===== config.mk =====
export PLATFORM = sky130hd
export DESIGN_NAME = booth_div_seq
export DESIGN_NICKNAME = d
export VERILOG_FILES = /design/src/rtl/booth_div_seq.sv
export SDC_FILE = /design/constraint.sdc
export NUM_CORES = 1
export LEC_CHECK = 0
export BUFFER_PORTS_ARGS = -buffer_cell sky130_fd_sc_hd__buf_2
export CAP_MARGIN = 10
export CELL_PAD_IN_SITES_DETAIL_PLACEMENT = 1
export CELL_PAD_IN_SITES_GLOBAL_PLACEMENT = 2
export CORE_MARGIN = 3
export CORE_UTILIZATION = 36
export DETAILED_ROUTE_END_ITERATION = 16
export PLACE_DENSITY_LB_ADDON = 0.1
export SKIP_CTS_REPAIR_TIMING = 1
export SLEW_MARGIN = 0
export SYNTH_ARGS = -nofsm -noshare
export SYNTH_HDL_FRONTEND = slang
export SYNTH_SLANG_ARGS = --single-unit

===== constraint.sdc =====
create_clock -name clk -period 4.6 [get_ports clk]
set_clock_uncertainty 0.1 [all_clocks]
set_input_delay 0.23 -clock clk [delete_from_list [all_inputs] [get_ports clk]]
set_output_delay 0.23 -clock clk [all_outputs]
set_load 0.01 [all_outputs]

===== src/rtl/booth_div_seq.sv =====
// Iterative signed divider: 2*DW-bit dividend by DW-bit divisor.
// Restoring shift/subtract on magnitudes, one quotient bit per clock,
// followed by a sign/range fix-up cycle.
// Ports:
//   clk, rst                 clock, async active-high reset
//   in_valid / in_ready      operand handshake (dividend, divisor)
//   out_valid / out_ready    result handshake (quotient, remainder, ovf, div_zero)
module booth_div_seq #(
  parameter int unsigned DW = 16
) (
  input  logic              clk,
  input  logic              rst,
  input  logic              in_valid,
  output logic              in_ready,
  input  logic [2*DW-1:0]   dividend,
  input  logic [DW-1:0]     divisor,
  output logic              out_valid,
  input  logic              out_ready,
  output logic [DW-1:0]     quotient,
  output logic [DW-1:0]     remainder,
  output logic              ovf,
  output logic              div_zero
);

  localparam int unsigned AW = 2 * DW;
  localparam int unsigned CW = $clog2(AW);

  localparam logic [1:0] S_IDLE = 2'd0;
  localparam logic [1:0] S_CALC = 2'd1;
  localparam logic [1:0] S_FIX  = 2'd2;
  localparam logic [1:0] S_DONE = 2'd3;

  localparam logic signed [AW:0] QMAX = (AW+1)'((2 ** (DW - 1)) - 1);
  localparam logic signed [AW:0] QMIN = ~QMAX;

  logic [1:0]    state, state_n;
  logic [AW-1:0] dmag, dmag_n;      // dividend magnitude, becomes quotient magnitude
  logic [DW:0]   dvs, dvs_n;        // divisor magnitude
  logic [DW:0]   prem, prem_n;      // partial remainder
  logic          neg_q, neg_q_n;
  logic          neg_r, neg_r_n;
  logic [CW-1:0] cnt, cnt_n;
  logic          in_ready_n, out_valid_n, ovf_n, div_zero_n;
  logic [DW-1:0] quotient_n, remainder_n;

  logic [DW+1:0]        sh;
  logic [AW-1:0]        amag;
  logic [DW:0]          dvx;
  logic [DW:0]          bmag;
  logic [AW:0]          qmag;
  logic signed [AW:0]   qs;

  // Next-state and datapath
  always_comb begin
    state_n     = state;
    dmag_n      = dmag;
    dvs_n       = dvs;
    prem_n      = prem;
    neg_q_n     = neg_q;
    neg_r_n     = neg_r;
    cnt_n       = cnt;
    in_ready_n  = in_ready;
    out_valid_n = out_valid;
    ovf_n       = ovf;
    div_zero_n  = div_zero;
    quotient_n  = quotient;
    remainder_n = remainder;

    sh   = {prem, dmag[AW-1]};
    amag = dividend[AW-1] ? -dividend : dividend;
    dvx  = {divisor[DW-1], divisor};
    bmag = dvx[DW] ? -dvx : dvx;
    qmag = {1'b0, dmag};
    qs   = neg_q ? -qmag : qmag;

    case (state)
      S_IDLE: begin
        if (in_valid && in_ready) begin
          dmag_n     = amag;
          dvs_n      = bmag;
          neg_q_n    = dividend[AW-1] ^ divisor[DW-1];
          neg_r_n    = dividend[AW-1];
          prem_n     = '0;
          cnt_n      = '0;
          in_ready_n = 1'b0;
          ovf_n      = 1'b0;
          div_zero_n = 1'b0;
          if (divisor == '0) begin
            quotient_n  = '1;
            remainder_n = dividend[DW-1:0];
            div_zero_n  = 1'b1;
            out_valid_n = 1'b1;
            state_n     = S_DONE;
          end else begin
            state_n = S_CALC;
          end
        end
      end
      S_CALC: begin
        if (sh >= {1'b0, dvs}) begin
          prem_n = (DW+1)'(sh - {1'b0, dvs});
          dmag_n = {dmag[AW-2:0], 1'b1};
        end else begin
          prem_n = sh[DW:0];
          dmag_n = {dmag[AW-2:0], 1'b0};
        end
        cnt_n = cnt + CW'(1);
        if (cnt == CW'(AW - 1)) state_n = S_FIX;
      end
      S_FIX: begin
        // Remainder magnitude is below |divisor| <= 2^(DW-1), so DW bits hold it
        remainder_n = neg_r ? DW'(-prem) : DW'(prem);
        if (qs > QMAX) begin
          ovf_n      = 1'b1;
          quotient_n = {1'b0, {(DW-1){1'b1}}};
        end else if (qs < QMIN) begin
          ovf_n      = 1'b1;
          quotient_n = {1'b1, {(DW-1){1'b0}}};
        end else begin
          quotient_n = qs[DW-1:0];
        end
        out_valid_n = 1'b1;
        state_n     = S_DONE;
      end
      default: begin
        if (out_ready) begin
          out_valid_n = 1'b0;
          in_ready_n  = 1'b1;
          state_n     = S_IDLE;
        end
      end
    endcase
  end

  // State and output registers
  always_ff @(posedge clk or posedge rst) begin
    if (rst) begin
      state     <= S_IDLE;
      dmag      <= '0;
      dvs       <= '0;
      prem      <= '0;
      neg_q     <= 1'b0;
      neg_r     <= 1'b0;
      cnt       <= '0;
      in_ready  <= 1'b1;
      out_valid <= 1'b0;
      ovf       <= 1'b0;
      div_zero  <= 1'b0;
      quotient  <= '0;
      remainder <= '0;
    end else begin
      state     <= state_n;
      dmag      <= dmag_n;
      dvs       <= dvs_n;
      prem      <= prem_n;
      neg_q     <= neg_q_n;
      neg_r     <= neg_r_n;
      cnt       <= cnt_n;
      in_ready  <= in_ready_n;
      out_valid <= out_valid_n;
      ovf       <= ovf_n;
      div_zero  <= div_zero_n;
      quotient  <= quotient_n;
      remainder <= remainder_n;
    end
  end

endmodule


==> After elaboration in Yosys (flattened, before gate mapping) <==
Cells that the tools add are included.
{ "totals": {"ff_bits": 111, "in_bits": 52, "output_inout_bits": 36, "word_cells": 84} }
{ "op_classes": {"eq_ne": 7, "magnitude_cmp": 3, "mux": 36, "add_sub_neg": 6, "bitwise_logic": 3, "reduce_logical": 16} }
{ "ops": {"columns": ["operator", "count"], "rows": [
  ["16-bit 2-to-1 mux", 7],
  ["32-bit 2-to-1 mux", 2],
  ["16-bit one-hot mux with 2 select lines", 2],
  ["32-bit one-hot mux with 2 select lines", 1],
  ["17-bit 2-to-1 mux", 3],
  ["17-bit one-hot mux with 2 select lines", 1],
  ["33-bit by 16-bit greater-than comparator with 1-bit output, second input constant", 1],
  ["33-bit by 16-bit less-than comparator with 1-bit output, second input constant", 1],
  ["33-bit 2-to-1 mux", 1],
  ["32-bit negation with 33-bit output", 1],
  ["32-bit negation", 1],
  ["18-bit by 17-bit >= comparator with 1-bit output", 1],
  ["17-bit negation", 1],
  ["17-bit subtractor", 1],
  ["16-bit zero test", 1],
  ["16-bit negation", 1],
  ["3-bit AND reduction", 4],
  ["5-bit one-hot mux with 2 select lines", 1],
  ["1-bit 2-to-1 mux", 9],
  ["2-bit 2-to-1 mux", 4],
  ["2-bit inequality test, second input constant", 3],
  ["2-bit one-hot mux with 3 select lines", 1],
  ["2-bit nonzero test", 3],
  ["5-bit by 1-bit adder with 5-bit output, second input constant", 1],
  ["16 further kinds", 19]
]} }

==> Longest topological paths before layout <==
{ "logic_depth": {"word_depth": 6, "depth_mapped": 13, "ltp_nobuf": 12} }

==> Worst setup path after synthesis <==
No wires, ideal clock.
{ "synth_path": {"path_kind": "reg-to-reg", "from": "register dmag[31]", "to": "register prem[16]", "path_stages_with_launch": 14, "path_buffers": 1, "path_slack_ns": 1.179, "required_ns": 4.367, "synth_period_minus_slack_ns": 3.421, "setup_time_ns": 0.133, "arrival_ns": 3.188, "path_cell_list": "dfrtp_1 > inv_1 > ha_1 > inv_1 > fa_1 > a21oi_1 > o21ai_0 > a2111oi_0 > o31ai_1 > o211ai_1 > nand2_1 > clkbuf_1 > mux2i_1 > o21ai_0"} }
{ "synth_via": {"elab_chain_len": 3, "elab_cells_between_ends": 4, "cone_classes": "1 x add/sub; 1 x order compare; 2 x mux"} }
{ "synth_rtl": {"columns": ["item", "line", "text"], "rows": [
  ["from (decl)", "37", "logic [AW-1:0] dmag, dmag_n;"],
  ["from (signal assigned)", "153", "dmag <= dmag_n;"],
  ["17-bit subtractor or 18-bit by 17-bit >= comparator with 1-bit output (tied branches)", "101, 100", null],
  ["17-bit 2-to-1 mux (*)", "100", "if (sh >= {1'b0, dvs}) begin"],
  ["17-bit one-hot mux with 2 select lines (*)", "76", "case (state)"],
  ["to (signal assigned)", "155", "prem <= prem_n;"],
  ["to (decl)", "39", "logic [DW:0] prem, prem_n;"]
]} }
Every way passes the cells marked *; elsewhere a longest branch is shown, timed or not.
A chain may end at the register's enable or synchronous reset.

==> Final worst setup path <==
{ "layout_path": {"from": "register dmag[31]", "to": "register prem[0]"} }
The elaborated chain is that of the path after synthesis.

==> key figures <==
Outcome
  – Status: finished clean

Floorplanning
  – Die width: ~160 um
  – Core Area: roughly 0.022 sq mm
  – Core Rows: 54
  – Initial core utilization: between 30% and 40%
  – Die height: 155.5 um
  – Io pins: 88
  – Die area: around 0.024 sq mm

Global routing
  – Vias in the first global route: roughly 7,400
  – GRT Resource Usage Total: between 10% and 20%
  – Congestion Overflow GR: 0
  – Global-route wire length before repair: 39,380 um
  – Largest net degree at the start of global routing: 68
  – Initial antenna violation count: 0

Setup path
  – Reg2reg start: dmag[31]
  – Setup Crit Path Kind: reg -> reg
  – Reg2Reg Depth: 13
  – CP endpoint kind: flip-flop
  – CP startpoint kind: flip-flop
  – Crit path DAT: 4010 ps
  – Crit-path max FO: 10
  – R2r setup slk: ~740 ps
  – WP data required: roughly 4800 ps
  – FF-to-FF End: prem[0]

Route
  – Average routed wire per standard cell: between 15 and 20 um
  – Routed vias: between 7,000 and 8,000
  – Vias per inst: roughly 5.5
  – DRT iter0 DRCs: around 290
  – TritonRoute pass-1 iters: 4
  – DRC viols: 0
  – Final WL: 23,970 um
  – Final ANT Viol Nets: 0

CTS
  – Clock root buffer: clkbuf_16
  – Total CTS buffers: 9
  – Worst-path clk slew: 80 ps
  – Worst skew pair latency: about 360 ps
  – CTS tree: built
  – Clock sinks: 111
  – Htree depth: 3
  – Max Buffers Root-to-Sink: 2

Logic synthesis
  – Async SR Flop Fraction: between 90% and 100%
  – Syn. warnings: 0
  – Mapped Area: approximately 0.0080 sq mm
  – Area contributors post-synth: dfrtp_1 (34%), o21ai_0 (8.6%), nand2_1 (6.9%)
  – Flops & latches, synth: ~110
  – Netlist cell types: 62
  – Register area share after synthesis: about a third
  – Cells after Synth: roughly 1,000
  – Synth area leader: dfrtp_1
  – Synth top area share: roughly 34%
  – Commonest cells post-synth: nand2_1 (149), o21ai_0 (139), dfrtp_1 (110)
  – Most frequent cell after synthesis: nand2_1
  – Syn Area/Cell: 8.138 sq um
  – Post-Syn Nets: between 1,000 and 1,500
  – Dominant synthesized flop cell: dfrtp_1
  – EDFF count, synth: 0

Hold path
  – Hold path depth: 3
  – Worst hold-check path type: in -> reg
  – Min-Delay Endpoint: dvs[15]
  – Hold_sp: divisor[14]

STA
  – Max-slew violations: 0
  – Highest clock rate: 259.0 MHz
  – Final Setup Violations: 0
  – Worst slew margin: a little over a third
  – Setup TNS Final: 0 ps
  – Final period util: 83.94%
  – Slew @ Worst Pin: between 900 and 1000 ps
  – Final Hold Vio Count: 0
  – RSZ-0062 raised after global routing: no
  – Minimum clock period: between 3000 and 4000 ps

Pwr
  – LEAKAGE: a little under 4 nW
  – Overall Power: 0.006751 W
  – VDD IR-drop max: between 0.3 and 0.4 mV
  – Power per cell area: between 700 and 800 mW/mm^2

Cells and area
  – Fill cell count: 2,714
  – Diodes inserted: 0
  – Final nets: between 1,000 and 1,500
  – Share of layout cells above drive strength 1: a little over an eighth
  – Area grow syn2layout: 11.74%

Placed design
  – Placer congestion estimate: between 0.8 and 0.9
  – Post-DP HPWL: about 18,000 um
  – PortBufs: between 80 and 90

Job
  – Maxcap violations: 0
registers in the layout, summed over array words and instances, names as in the netlist, 2 cells and up:
signal,flops
state,2
dmag,32
cnt,5
prem,17
dvs,17
quotient,16
remainder,16
kinds of logic after synthesis:
kind of cell    count (synthesis)  synth area share, %
flops                         111                34.53
compound gates                290                22.71
simple gates                  329                18.86
fa+ha+maj                      28                4.446
buf+inv                       106                5.394
xor+xnor                       96                10.45
mux                            29                3.622
routing by layer:
metal / track usage, % / wire length [um] / share of wire (%)
met4: 4.252 / 261 / 1.1
met1: 26.90 / 11590 / 48
met5: 0 / 0 / 0
met2: 34.76 / 11670 / 49
met3: 2.225 / 445 / 1.9
layout make-up:
cell class                 count  area [sq um]  area share, %
timing repair buffer         103         570.5          6.344
clock buffer                   9         225.2          2.504
tap                          280         350.3          3.895
clock inverter                 7         55.05         0.6121
sequential                   111          2779          30.90
multi-input combinational    772          4853          53.96
inverter                      42         160.2          1.781
worst max path at each step:
stage	cells after the start	from	slack, ps	to
after floorplan	13	dmag[31]	1180	prem[16]
final	13	dmag[31]	740	prem[0]
after global placement	13	dmag[31]	920	prem[0]
after global routing	13	dmag[31]	340	prem[0]
after CTS	13	dmag[31]	700	prem[0]
after detailed placement	13	dmag[31]	710	prem[0]
layout by cell type, fill, tap and decap left out, types with 28 or more instances in the layout:
cell type,instances
a21oi_1,43
buf_2,87
dfrtp_1,110
inv_1,41
mux2i_1,28
nand2_1,149
nor2_1,71
o21ai_0,139
xnor2_1,39
xor2_1,57
metrics by stage:
step           instance area, sq um  instances  setup WS (ps)  hold slack, ps  utilization, %
5_1_grt                        8994       1324          338.5           74.76           41.08
4_1_cts                        8984       1323          700.8          -338.7           41.04
6_report                       8994       1324          738.6           76.85           41.08
3_5_place_dp                   8703       1307          709.6           63.25           39.76
2_1_floorplan                  8049        989           1179           289.2               -
3_3_place_gp                   8703       1307          923.5           59.27           39.76
power by group:
group / leakage [nW] / switching (W) / total (W) / internal [W]
Combinational: 2.44 / 0.00235 / 0.00399 / 0.00164
Sequential: 1.35 / 0.000558 / 0.00198 / 0.00142
Clock: 0.133 / 0.000401 / 0.000776 / 0.000375
Total: 3.92 / 0.00331 / 0.00675 / 0.00344
worst max-delay path: stages, from the launching register on:
cell       delay [ps]
dfrtp_1           380
inv_1             160
ha_1              200
inv_1              50
fa_1              390
a21oi_1           200
o21ai_0           140
a2111oi_0         760
o31ai_1           190
o211ai_1          250
nand2_1           300
buf_4             310
mux2i_1           130
a22o_1            200
No activity file was read; power rests on OpenSTA's default activity.
